$ cat config.mk
export PLATFORM = sky130hd
export DESIGN_NAME = dbus_bridge_flat
export DESIGN_NICKNAME = d
export VERILOG_FILES = /design/src/rtl/dbus_bridge_pkg.sv /design/src/rtl/dbus_bridge_if.sv /design/src/rtl/dbus_bridge_decode.sv /design/src/rtl/dbus_bridge.sv /design/src/flat_wrapper.sv
export SDC_FILE = /design/constraint.sdc
export NUM_CORES = 1
export LEC_CHECK = 0
export CAP_MARGIN = 20
export CORE_ASPECT_RATIO = 2
export CORE_UTILIZATION = 38
export DETAILED_ROUTE_END_ITERATION = 7
export GPL_ROUTABILITY_DRIVEN = 0
export GPL_TIMING_DRIVEN = 0
export PLACE_DENSITY = 0.8
export SLEW_MARGIN = 20
export SYNTH_ARGS = -nofsm -noshare
export SYNTH_HDL_FRONTEND = slang
export SYNTH_SLANG_ARGS = --single-unit
$ cat constraint.sdc
create_clock -name clk -period 2.3 [get_ports clk]
set_clock_uncertainty 0.2 [all_clocks]
set_input_delay 0.46 -clock clk [delete_from_list [all_inputs] [get_ports clk]]
set_output_delay 0.46 -clock clk [all_outputs]
set_load 0.02 [all_outputs]
$ cat src/rtl/dbus_bridge_pkg.sv
// Shared definitions for the CPU data-port bridge.
// Holds the bus word width, the default three-device address map
// (DM, timer, UART), the internal error-clear address and the HWINT width.
// The bridge FSM state encoding is deliberately not here; it stays local
// to the bridge.
package dbus_bridge_pkg;

    localparam int WORD_W     = 32;
    localparam int TYPE_INT_W = 6;

    // Slice k of each vector belongs to device k (slice 0 = DM).
    localparam logic [3*WORD_W-1:0] DEF_DEV_BASE = {32'h0000_7F10, 32'h0000_7F00, 32'h0000_0000};
    localparam logic [3*WORD_W-1:0] DEF_DEV_MASK = {32'hFFFF_FFF0, 32'hFFFF_FFF0, 32'hFFFF_C000};

    // Writing here clears the sticky bus-error interrupt (optional feature).
    localparam logic [WORD_W-1:0] ERR_CLR_ADDR = 32'h0000_7F7C;

    // Width of a device index; one bit minimum so single-device builds stay legal.
    function automatic int idx_width(input int n);
        return (n > 1) ? $clog2(n) : 1;
    endfunction

endpackage

$ cat src/rtl/dbus_bridge_if.sv
// CPU data-port bus between the CPU (master) and the bridge (slave).
// Signals:
//   DAddr, DREn, DWEn, DByteEn, DWData : request, driven by the CPU
//   DRData, DReady, bus_err            : completion, driven by the bridge
interface dbus_bridge_if;
    import dbus_bridge_pkg::*;

    logic [WORD_W-1:0] DAddr;
    logic              DREn;
    logic              DWEn;
    logic [3:0]        DByteEn;
    logic [WORD_W-1:0] DWData;
    logic [WORD_W-1:0] DRData;
    logic              DReady;
    logic              bus_err;

    modport master (
        output DAddr, DREn, DWEn, DByteEn, DWData,
        input  DRData, DReady, bus_err
    );

    modport slave (
        input  DAddr, DREn, DWEn, DByteEn, DWData,
        output DRData, DReady, bus_err
    );

endinterface

$ cat src/rtl/dbus_bridge_decode.sv
// dbus_decode: combinational priority window decoder.
// Ports:
//   addr : byte address to decode
//   hit  : 1 when any window matches ((addr & mask_k) == base_k)
//   idx  : index of the lowest-numbered matching window (0 when no hit)
// Shared with the instruction-side bridge, so it carries no state.
module dbus_decode
    import dbus_bridge_pkg::*;
#(
    parameter int                          NUM_DEV  = 3,
    parameter logic [NUM_DEV*WORD_W-1:0]   DEV_BASE = DEF_DEV_BASE,
    parameter logic [NUM_DEV*WORD_W-1:0]   DEV_MASK = DEF_DEV_MASK
) (
    input  logic [WORD_W-1:0]             addr,
    output logic                          hit,
    output logic [idx_width(NUM_DEV)-1:0] idx
);

    localparam int IDX_W = idx_width(NUM_DEV);

    // Scan from the top down so the lowest matching index is written last.
    always_comb begin
        hit = 1'b0;
        idx = '0;
        for (int k = NUM_DEV - 1; k >= 0; k--) begin
            if ((addr & DEV_MASK[k*WORD_W +: WORD_W]) == DEV_BASE[k*WORD_W +: WORD_W]) begin
                hit = 1'b1;
                idx = IDX_W'(k);
            end
        end
    end

endmodule

$ cat src/rtl/dbus_bridge.sv
// dbus_bridge: CPU data port to NUM_DEV memory-mapped devices.
// Each access is decoded, strobed to one device until it answers or the
// TIMEOUT expires, then completed with a one-cycle DReady pulse. Unmapped,
// ambiguous (read and write together) or timed-out accesses complete with
// bus_err=1 and DRData=0. Device interrupts are synchronised onto HWINT.
// Ports:
//   clk, reset        : clock, asynchronous active-low reset
//   cpu               : CPU data-port bus (slave side)
//   dev_addr/byteen/wdata : latched request, broadcast to all devices
//   dev_ren, dev_wen  : one-hot strobes, held through the access
//   dev_rdata, dev_ready : packed per-device read data and completion
//   dev_irq, HWINT    : device interrupt levels in, CP0 vector out
// Optional feature macro DBUS_ERR_IRQ_EN: a sticky error flag on
// HWINT[INT_WIDTH-1], cleared by a write to ERR_CLR_ADDR.
module dbus_bridge
    import dbus_bridge_pkg::*;
#(
    parameter int                          NUM_DEV   = 3,
    parameter logic [NUM_DEV*WORD_W-1:0]   DEV_BASE  = DEF_DEV_BASE,
    parameter logic [NUM_DEV*WORD_W-1:0]   DEV_MASK  = DEF_DEV_MASK,
    parameter int                          TIMEOUT   = 16,
    parameter int                          INT_WIDTH = TYPE_INT_W
) (
    input  logic                        clk,
    input  logic                        reset,
    dbus_bridge_if.slave                cpu,
    output logic [WORD_W-1:0]           dev_addr,
    output logic [3:0]                  dev_byteen,
    output logic [WORD_W-1:0]           dev_wdata,
    output logic [NUM_DEV-1:0]          dev_ren,
    output logic [NUM_DEV-1:0]          dev_wen,
    input  logic [NUM_DEV*WORD_W-1:0]   dev_rdata,
    input  logic [NUM_DEV-1:0]          dev_ready,
    input  logic [NUM_DEV-1:0]          dev_irq,
    output logic [INT_WIDTH-1:0]        HWINT
);

    localparam int IDX_W = idx_width(NUM_DEV);
    localparam int CNT_W = $clog2(TIMEOUT);
    localparam int NI    = (NUM_DEV < INT_WIDTH) ? NUM_DEV : INT_WIDTH;

    typedef enum logic [1:0] {S_IDLE, S_ACCESS, S_RESP, S_ERR} state_t;

    state_t             state_q, state_d;
    logic [CNT_W-1:0]   cnt_q, cnt_d;
    logic [WORD_W-1:0]  addr_q, addr_d;
    logic [WORD_W-1:0]  wdata_q, wdata_d;
    logic [WORD_W-1:0]  rdata_q, rdata_d;
    logic [3:0]         byteen_q, byteen_d;
    logic [NUM_DEV-1:0] ren_q, ren_d;
    logic [NUM_DEV-1:0] wen_q, wen_d;
    logic               dready_q, dready_d;
    logic               err_q, err_d;
    logic [NUM_DEV-1:0] irq_s1_q, irq_s2_q;
`ifdef DBUS_ERR_IRQ_EN
    logic               err_pend_q, err_pend_d;
`endif

    logic               hit;
    logic [IDX_W-1:0]   hit_idx;
    logic [NUM_DEV-1:0] hit_oh;
    logic               sel_ready;
    logic [WORD_W-1:0]  sel_rdata;

    dbus_decode #(
        .NUM_DEV  (NUM_DEV),
        .DEV_BASE (DEV_BASE),
        .DEV_MASK (DEV_MASK)
    ) u_decode (
        .addr (cpu.DAddr),
        .hit  (hit),
        .idx  (hit_idx)
    );

    assign hit_oh = NUM_DEV'(1) << hit_idx;

    // The live strobe doubles as the device select, so ready from any other
    // device is masked off. Only a read strobe lets data through; writes capture 0.
    assign sel_ready = |(dev_ready & (ren_q | wen_q));

    always_comb begin
        sel_rdata = '0;
        for (int k = 0; k < NUM_DEV; k++) begin
            if (ren_q[k]) sel_rdata = sel_rdata | dev_rdata[k*WORD_W +: WORD_W];
        end
    end

    always_comb begin
        state_d  = state_q;
        cnt_d    = cnt_q;
        addr_d   = addr_q;
        wdata_d  = wdata_q;
        byteen_d = byteen_q;
        ren_d    = ren_q;
        wen_d    = wen_q;
        rdata_d  = rdata_q;
        dready_d = 1'b0;
        err_d    = 1'b0;
`ifdef DBUS_ERR_IRQ_EN
        err_pend_d = err_pend_q;
`endif
        unique case (state_q)
            S_IDLE: begin
                if (cpu.DREn | cpu.DWEn) begin
                    if (cpu.DREn & cpu.DWEn) begin
                        state_d  = S_ERR;
                        dready_d = 1'b1;
                        err_d    = 1'b1;
                        rdata_d  = '0;
                    end
`ifdef DBUS_ERR_IRQ_EN
                    // Internal register: answered straight away, never strobed.
                    else if (cpu.DWEn && (cpu.DAddr == ERR_CLR_ADDR)) begin
                        state_d    = S_RESP;
                        dready_d   = 1'b1;
                        rdata_d    = '0;
                        err_pend_d = 1'b0;
                    end
`endif
                    else if (hit) begin
                        state_d  = S_ACCESS;
                        cnt_d    = '0;
                        addr_d   = cpu.DAddr;
                        wdata_d  = cpu.DWData;
                        byteen_d = cpu.DByteEn;
                        ren_d    = cpu.DREn ? hit_oh : '0;
                        wen_d    = cpu.DWEn ? hit_oh : '0;
                    end else begin
                        state_d  = S_ERR;
                        dready_d = 1'b1;
                        err_d    = 1'b1;
                        rdata_d  = '0;
                    end
                end
            end
            S_ACCESS: begin
                if (sel_ready) begin
                    state_d  = S_RESP;
                    dready_d = 1'b1;
                    rdata_d  = sel_rdata;
                    ren_d    = '0;
                    wen_d    = '0;
                end else if (cnt_q == CNT_W'(TIMEOUT - 1)) begin
                    state_d  = S_ERR;
                    dready_d = 1'b1;
                    err_d    = 1'b1;
                    rdata_d  = '0;
                    ren_d    = '0;
                    wen_d    = '0;
                end else begin
                    cnt_d = cnt_q + 1'b1;
                end
            end
            S_RESP: begin
                state_d = S_IDLE;
                rdata_d = '0;
            end
            S_ERR: begin
                state_d = S_IDLE;
                rdata_d = '0;
`ifdef DBUS_ERR_IRQ_EN
                // Evaluated after any clear, so a coincident set wins.
                err_pend_d = 1'b1;
`endif
            end
            default: state_d = S_IDLE;
        endcase
    end

    always_ff @(posedge clk or negedge reset) begin
        if (!reset) begin
            state_q  <= S_IDLE;
            cnt_q    <= '0;
            addr_q   <= '0;
            wdata_q  <= '0;
            byteen_q <= '0;
            ren_q    <= '0;
            wen_q    <= '0;
            rdata_q  <= '0;
            dready_q <= 1'b0;
            err_q    <= 1'b0;
            irq_s1_q <= '0;
            irq_s2_q <= '0;
`ifdef DBUS_ERR_IRQ_EN
            err_pend_q <= 1'b0;
`endif
        end else begin
            state_q  <= state_d;
            cnt_q    <= cnt_d;
            addr_q   <= addr_d;
            wdata_q  <= wdata_d;
            byteen_q <= byteen_d;
            ren_q    <= ren_d;
            wen_q    <= wen_d;
            rdata_q  <= rdata_d;
            dready_q <= dready_d;
            err_q    <= err_d;
            irq_s1_q <= dev_irq;
            irq_s2_q <= irq_s1_q;
`ifdef DBUS_ERR_IRQ_EN
            err_pend_q <= err_pend_d;
`endif
        end
    end

    always_comb begin
        HWINT         = '0;
        HWINT[NI-1:0] = irq_s2_q[NI-1:0];
`ifdef DBUS_ERR_IRQ_EN
        HWINT[INT_WIDTH-1] = HWINT[INT_WIDTH-1] | err_pend_q;
`endif
    end

    assign cpu.DRData  = rdata_q;
    assign cpu.DReady  = dready_q;
    assign cpu.bus_err = err_q;
    assign dev_addr    = addr_q;
    assign dev_byteen  = byteen_q;
    assign dev_wdata   = wdata_q;
    assign dev_ren     = ren_q;
    assign dev_wen     = wen_q;

endmodule

$ cat src/flat_wrapper.sv
// flat-port wrapper written by rule: the top's interface ports become plain ports
module dbus_bridge_flat import dbus_bridge_pkg::*;
#(
    parameter int                          NUM_DEV   = 3,
    parameter logic [NUM_DEV*WORD_W-1:0]   DEV_BASE  = DEF_DEV_BASE,
    parameter logic [NUM_DEV*WORD_W-1:0]   DEV_MASK  = DEF_DEV_MASK,
    parameter int                          TIMEOUT   = 16,
    parameter int                          INT_WIDTH = TYPE_INT_W
)
  (clk, reset, dev_addr, dev_byteen, dev_wdata, dev_ren, dev_wen, dev_rdata, dev_ready, dev_irq, HWINT, cpu_DAddr, cpu_DREn, cpu_DWEn, cpu_DByteEn, cpu_DWData, cpu_DRData, cpu_DReady, cpu_bus_err);
  dbus_bridge_if cpu_i ();
  input  logic clk;
  input  logic reset;
  output logic [WORD_W-1:0] dev_addr;
  output logic [3:0] dev_byteen;
  output logic [WORD_W-1:0] dev_wdata;
  output logic [NUM_DEV-1:0] dev_ren;
  output logic [NUM_DEV-1:0] dev_wen;
  input  logic [NUM_DEV*WORD_W-1:0] dev_rdata;
  input  logic [NUM_DEV-1:0] dev_ready;
  input  logic [NUM_DEV-1:0] dev_irq;
  output logic [INT_WIDTH-1:0] HWINT;
  input wire logic [$bits(cpu_i.DAddr)-1:0] cpu_DAddr;
  input wire logic [$bits(cpu_i.DREn)-1:0] cpu_DREn;
  input wire logic [$bits(cpu_i.DWEn)-1:0] cpu_DWEn;
  input wire logic [$bits(cpu_i.DByteEn)-1:0] cpu_DByteEn;
  input wire logic [$bits(cpu_i.DWData)-1:0] cpu_DWData;
  output wire logic [$bits(cpu_i.DRData)-1:0] cpu_DRData;
  output wire logic [$bits(cpu_i.DReady)-1:0] cpu_DReady;
  output wire logic [$bits(cpu_i.bus_err)-1:0] cpu_bus_err;
  assign cpu_i.DAddr = cpu_DAddr;
  assign cpu_i.DREn = cpu_DREn;
  assign cpu_i.DWEn = cpu_DWEn;
  assign cpu_i.DByteEn = cpu_DByteEn;
  assign cpu_i.DWData = cpu_DWData;
  assign cpu_DRData = cpu_i.DRData;
  assign cpu_DReady = cpu_i.DReady;
  assign cpu_bus_err = cpu_i.bus_err;
  dbus_bridge #(.NUM_DEV(NUM_DEV), .DEV_BASE(DEV_BASE), .DEV_MASK(DEV_MASK), .TIMEOUT(TIMEOUT), .INT_WIDTH(INT_WIDTH)) u_core (.clk(clk), .reset(reset), .cpu(cpu_i), .dev_addr(dev_addr), .dev_byteen(dev_byteen), .dev_wdata(dev_wdata), .dev_ren(dev_ren), .dev_wen(dev_wen), .dev_rdata(dev_rdata), .dev_ready(dev_ready), .dev_irq(dev_irq), .HWINT(HWINT));
endmodule
==> impl_metrics.toml, run 1 <==
[cells_and_area]
final_cell_area_um2 = 8920
area_growth_pct = 77.6
mostFrequentLayoutCell = "clkdlybuf4s50_1"
fillers = 906
n_antenna_cell = 0
final_cell_mix = "clkdlybuf4s50_1, dfrtp_1, mux2_2"
final_nets = 853
instances_no_fill = 843
final_util_pct = 69.1
drive_above_1_share_pct = 19.4

[critical_path]
worstPathRequired_ns = 1.64
worstSetupEndpointType = "output pin"
cp-start-kind = "register"
cp.arrival_ns = 1.59
path_class = "reg2out"
cp.buffers_inverters = 1
crit_fanout = 8
critPathMaxStageDelay_ns = 0.67
cp_cell_sequence = "clkdlybuf4s50_1"
slowest_stage = "clkdlybuf4s50_1"
path_delay_family = "buffers and inverters"

[synthesis]
synth-edff-count = 0
ys_seq_area_share_pct = 59.8
async_reset_ff_share_pct = 100
yosysTopAreaCellShare_pct = 59.8
yosysTopAreaCell = "dfrtp_1"
yosys-top-cells-area = "dfrtp_1, mux2_2, a222oi_1"
syn_area_um2 = 5020
synthCells = 362
avgSynthCellArea_um2 = 13.9
synthFlopType = "dfrtp_1"
yosysWarnings = 0
ys_types = 45
synth_seq_cells = 120

[sta]
tns_ns = 0
worstMarginPinSlew_ns = 0.588
post-route-min-period_ns = 2.25
clock.fmax_mhz = 444
slew_violations = 0
rsz0062_at_grt = "yes"
hold_viol_final = 0
maxSlewHeadroom_pct = 60.8
setup-violations-final = 0
period_share_pct = 97.9

[placed_design]
dp_cells = 801
placed_area_um2 = 8100
hpwlAfterDp_um = 12900
portBuffers = 284

[clocking]
htree_levels = 4
clockRootBuffer = "clkbuf_16"
cts_tree = "done"
clk_pin_slew_ns = 0.05
clock_sinks = 120
clkLatencyLatePin_ns = 0.40
cts_made_buffers = 17
cts_buffer_depth = 2

[min_path]
worstHoldPathType = "in2reg"

[floorplanning]
die_x_um = 83.3
die_h_um = 165
pin_count = 288
rows = 59
core_um2 = 12900
die_area_um2 = 13700
start_util_pct = 38.9

[grt]
grt_max_degree = 64
grt_usage_pct = 24.4
antenna_found_initial = 0
grt_pass1_wl_um = 25500
overflow = 0
grt_pass1_vias = 4922

[flow_run]
maxCapViolations = 0

[drt]
antenna_left = 0
vias = 4512
via_per_inst = 5.35
dr.pass1.iters = 6
drc_errors = 0
initialDrtViolationCount = 279
wl_um = 16800
wl_per_cell_um = 19.9

[pwr]
leakage_uw = 0.00393
vdd_drop_max_v = 0.000625
finalPower_uw = 6690
p_per_area_nw_per_um2 = 750

[status]
status = "complete, no violations"
-- synth_stat cells (2+ instances only) --
cell / instances
a211oi_1: 3
a21o_1: 2
a21oi_1: 2
a222oi_1: 32
a32o_1: 2
and3_1: 2
and4b_1: 3
buf_1: 3
buf_4: 7
buf_6: 7
clkbuf_1: 15
dfrtp_1: 120
inv_1: 4
mux2_1: 4
mux2_2: 47
mux2_4: 2
mux2i_1: 2
nand2_1: 10
nand3_1: 2
nand4_1: 2
nor2_1: 4
nor2b_1: 18
nor3_1: 5
nor4_1: 6
nor4_2: 2
o21a_1: 3
o21ai_0: 3
o2bb2ai_1: 32
or4_1: 2
-- layout make-up --
cell class | count | area [um^2] | share of cell area [%]
Sequential cell | 120 | 3000 | 33.7
Timing Repair Buffer | 298 | 2960 | 33.2
Multi-Input combinational cell | 207 | 1880 | 21.1
Clock buffer | 21 | 460 | 5.16
Buffer | 30 | 236 | 2.65
Tap cell | 152 | 190 | 2.13
Clock inverter | 11 | 170 | 1.91
Inverter | 4 | 15.0 | 0.168
-- sequential cells by signal, indices dropped and copies added, names as in the netlist --
| name | flops |
|---|---|
| u_core.dev_ren | 3 |
| u_core.cpu.bus_err | 1 |
| u_core.dev_wen | 3 |
| u_core.irq_s1_q | 3 |
| u_core.cpu.DRData | 32 |
| u_core.cnt_q | 4 |
| u_core.dev_addr | 32 |
| u_core.cpu.DReady | 1 |
| u_core.state_q | 2 |
| u_core.irq_s2_q | 3 |
| u_core.dev_byteen | 4 |
| u_core.dev_wdata | 32 |
-- stage by stage --
step	hold WS, ns	setup WS (ns)
floorplan	-0.0356	-0.0512
global placement	0.133	-3.84
detailed placement	0.137	-0.734
CTS	0.148	0.0000682
global route	0.118	-0.0199
finish	0.110	0.0472
-- logic make-up after synthesis --
family	count (synthesis)	share of synthesized area (%)
flip-flops	120	59.8
other	1	0.0746
AO/OA/AOI/OAI	85	15.4
AND/OR/NAND/NOR	63	7.69
multiplexers	55	12.4
buffers and inverters	37	4.36
adder cells (fa/ha/maj)	1	0.249
-- routing by layer --
| layer | share of wire [%] | routed length (um) | track usage [%] | up-vias |
|---|---|---|---|---|
| met2 | 56 | 9490 | 46.3 | 228 |
| met5 | 0 | 0 | 0 | - |
| met1 | 33 | 5570 | 23.8 | 2214 |
| met3 | 7.6 | 1280 | 7.60 | 38 |
| met4 | 2.8 | 473 | 11.1 | 0 |
| li1 | - | - | - | 2032 |
-- repair_timing --
item                                    in CTS  in global routing
endpoints found under the setup margin     100                 98
hold buffers                                 1                  0
setup buffers                               10                  0
resized for setup                           33                 29
pin swaps                                    9                  6
gates cloned                                 1                  1
endpoints found under the hold margin       62                  0
-- path summary, 6_finish.rpt --
| path | from | end | slack (ns) | depth (start not counted) |
|---|---|---|---|---|
| worst max-delay path | u_core.dev_ren[1] | dev_ren[1] | 0.05 | 1 |
| worst min-delay path | cpu_DAddr[7] | u_core.dev_addr[7] | 0.11 | 2 |
| worst max register to register | u_core.cnt_q[0] | u_core.dev_ren[1] | 0.10 | 7 |
| worst min register to register | u_core.irq_s1_q[2] | u_core.irq_s2_q[2] | 0.15 | 0 |
| max in group asynchronous | reset | u_core.dev_addr[26] | 0.82 | 3 |
| min in group asynchronous | reset | u_core.dev_wdata[25] | 0.39 | 2 |
-- report_power, final --
| group | leakage [uW] | internal, uW | total (uW) | switching (uW) |
|---|---|---|---|---|
| logic | 0.00197 | 758 | 1530 | 776 |
| clock network | 0.000311 | 1870 | 2830 | 956 |
| registers | 0.00165 | 2230 | 2330 | 101 |
Power figures use the tool's default switching activity.
==> run 2, diff against run 1 <==
==> constraint.sdc (replaced) <==
create_clock -name clk -period 2.3 [get_ports clk]
set_clock_uncertainty 0.2 [all_clocks]
set_input_delay 0.575 -clock clk [delete_from_list [all_inputs] [get_ports clk]]
set_output_delay 0.575 -clock clk [all_outputs]
set_load 0.02 [all_outputs]
==> run 2 against run 1 <==
Compared with the run above:
- the flow now finishes with violations (setup timing)
- largest cell class unchanged
- worst setup slack worse by 0.062 ns
- first-iteration DRC count is 13% higher
- combinational power is 27% higher
- fmax is 2.7% lower
- clock power hardly changed
- register-to-register slack worse by 0.06 ns
- design area is 4.4% higher
- worst hold slack better by 0.040 ns
- routed wire length is 3.5% higher
- critical path depth is 6 higher
==> impl_metrics.toml, run 2 (synthesized netlist as in run 1, its figures left out) <==
[status]
status = "complete, but fails checks"
violations = "setup timing"

[drt]
via_per_inst = 5.38
initialDrtViolationCount = 316
topRoutingLayerUsed = "met4"
wl_met1_um = 6070
met2_wirelength_um = 9660
wl_um = 17400
antenna_left = 0
wl_per_cell_um = 20.3
dr.pass1.iters = 5
route.met3.wl_um = 1230
drc_errors = 0
vias = 4602

[critical_path]
path_class = "in2reg"
critPathMaxStageDelay_ns = 0.53
crit_fanout = 10
cp.arrival_ns = 2.41
r2r_cells = 8
cp_cell_sequence = "buf_6 -> or4_4 -> nor4_2 -> and4b_2 -> buf_12 -> buf_12 -> mux2_2"
timing.rr.end = "u_core.cpu.DRData[20]"
worst_path_most_repeated_cell = "buf_12"
worstSetupEndpointType = "register"
r2r-start = "u_core.dev_ren[1]"
cp-start-kind = "input port"
reg2reg_slack_ns = 0.04
worstPathRequired_ns = 2.39
slowest_stage = "or4_4"

[grt]
grt_pass1_wl_um = 25400
grt_max_degree = 66
overflow = 0
antenna_found_initial = 0
grt_usage_pct = 23.9
grt_pass1_vias = 4977

[clocking]
clock_sinks = 120
cts_buffer_depth = 2
clk_pin_slew_ns = 0.06
cts_made_buffers = 17
htree_levels = 4
clockRootBuffer = "clkbuf_16"
clkLatencyLatePin_ns = 0.40
cts_tree = "done"

[pwr]
finalPower_uw = 7110
vdd_drop_max_v = 0.000666
leakage_uw = 0.00407
p_per_area_nw_per_um2 = 763

[min_path]
holdPathEnd = "u_core.irq_s2_q[0]"
hold_start = "u_core.irq_s1_q[0]"
hold_depth = 0
worstHoldPathType = "reg2reg"

[sta]
layout_setup_ws_ns = -0.0146
clock.fmax_mhz = 432
period_share_pct = 101
tns_ns = -0.0478
post-route-min-period_ns = 2.31
hold_viol_final = 0
setup-violations-final = 6
rsz0062_at_grt = "yes"
worstMarginPinSlew_ns = 0.533
slew_violations = 0
maxSlewHeadroom_pct = 64.4

[floorplanning]
die_h_um = 165
die_area_um2 = 13700
pin_count = 288
core_um2 = 12900
die_x_um = 83.3
start_util_pct = 38.9
rows = 59

[cells_and_area]
fillers = 879
ff_latch_area_um2 = 3000
n_antenna_cell = 0
instances_no_fill = 856
final_nets = 866
multi_input_area_um2 = 2070
area_growth_pct = 85.4
final_util_pct = 72.1
drive_above_1_share_pct = 23.4
mostFrequentLayoutCell = "clkdlybuf4s50_1"
final_cell_mix = "clkdlybuf4s50_1, dfrtp_1, mux2_4"

[placed_design]
dp_cells = 801
portBuffers = 284
hpwlAfterDp_um = 12400

[flow_run]
maxCapViolations = 0
## run 2: how the worst max path moves through the flow
stage / startpoint / endpoint / slack, ns
finish: cpu_DAddr[26] / u_core.dev_byteen[2] / -0.01
detailed placement: cpu_DAddr[15] / u_core.dev_wdata[15] / -0.89
CTS: cpu_DAddr[5] / u_core.dev_wdata[3] / -0.003
global placement: reset / u_core.dev_addr[29] / -3.88
global route: cpu_DAddr[21] / u_core.cpu.DRData[20] / -0.08
floorplan: cpu_DAddr[15] / u_core.dev_addr[14] / -0.17
## run 2: final cells by class
class                           instances  share of cell area (%)
Inverter                                4                   0.161
Tap cell                              152                    2.04
Buffer                                 33                    3.17
Timing Repair Buffer                  308                    33.4
Multi-Input combinational cell        207                    22.2
Sequential cell                       120                    32.2
Clock buffer                           18                    4.71
Clock inverter                         14                    2.08
## run 2: metal layers
metal	vias to the layer above	GRT usage, %
met3	33	7.15
met4	0	8.54
met5	-	0
met2	232	45.9
li1	2070	-
met1	2267	23.9
## run 2: timing repair
| item | 4_1_cts | 5_1_grt |
|---|---|---|
| resized for setup | 63 | 88 |
| gates cloned | 1 | 5 |
| endpoints found under the setup margin | 110 | 101 |
| hold buffers | 1 | 0 |
| hold endpoints to repair | 55 | 0 |
| pin swaps | 12 | 8 |
| buffers inserted | 13 | 3 |
## run 2: power breakdown
group / internal [uW] / switching, uW / leakage, uW
registers: 2220 / 67.8 / 0.00165
logic: 1020 / 937 / 0.00211
clock network: 1850 / 1010 / 0.000307
## run 2: critical path: cells and delay by family
kind	cells	cell delay [ns]
buffers and inverters	3	0.41
multiplexers	1	0.34
AND/OR/NAND/NOR	3	1.07
## run 2: per-stage QoR
step	setup WS [ns]	hold slack [ns]	instance area (um^2)
finish	-0.0146	0.151	9320
global route	-0.0836	0.154	9320
CTS	-0.00313	0.152	8880
detailed placement	-0.885	0.138	8100
global placement	-3.88	0.132	8070
floorplan	-0.166	0.0794	5040
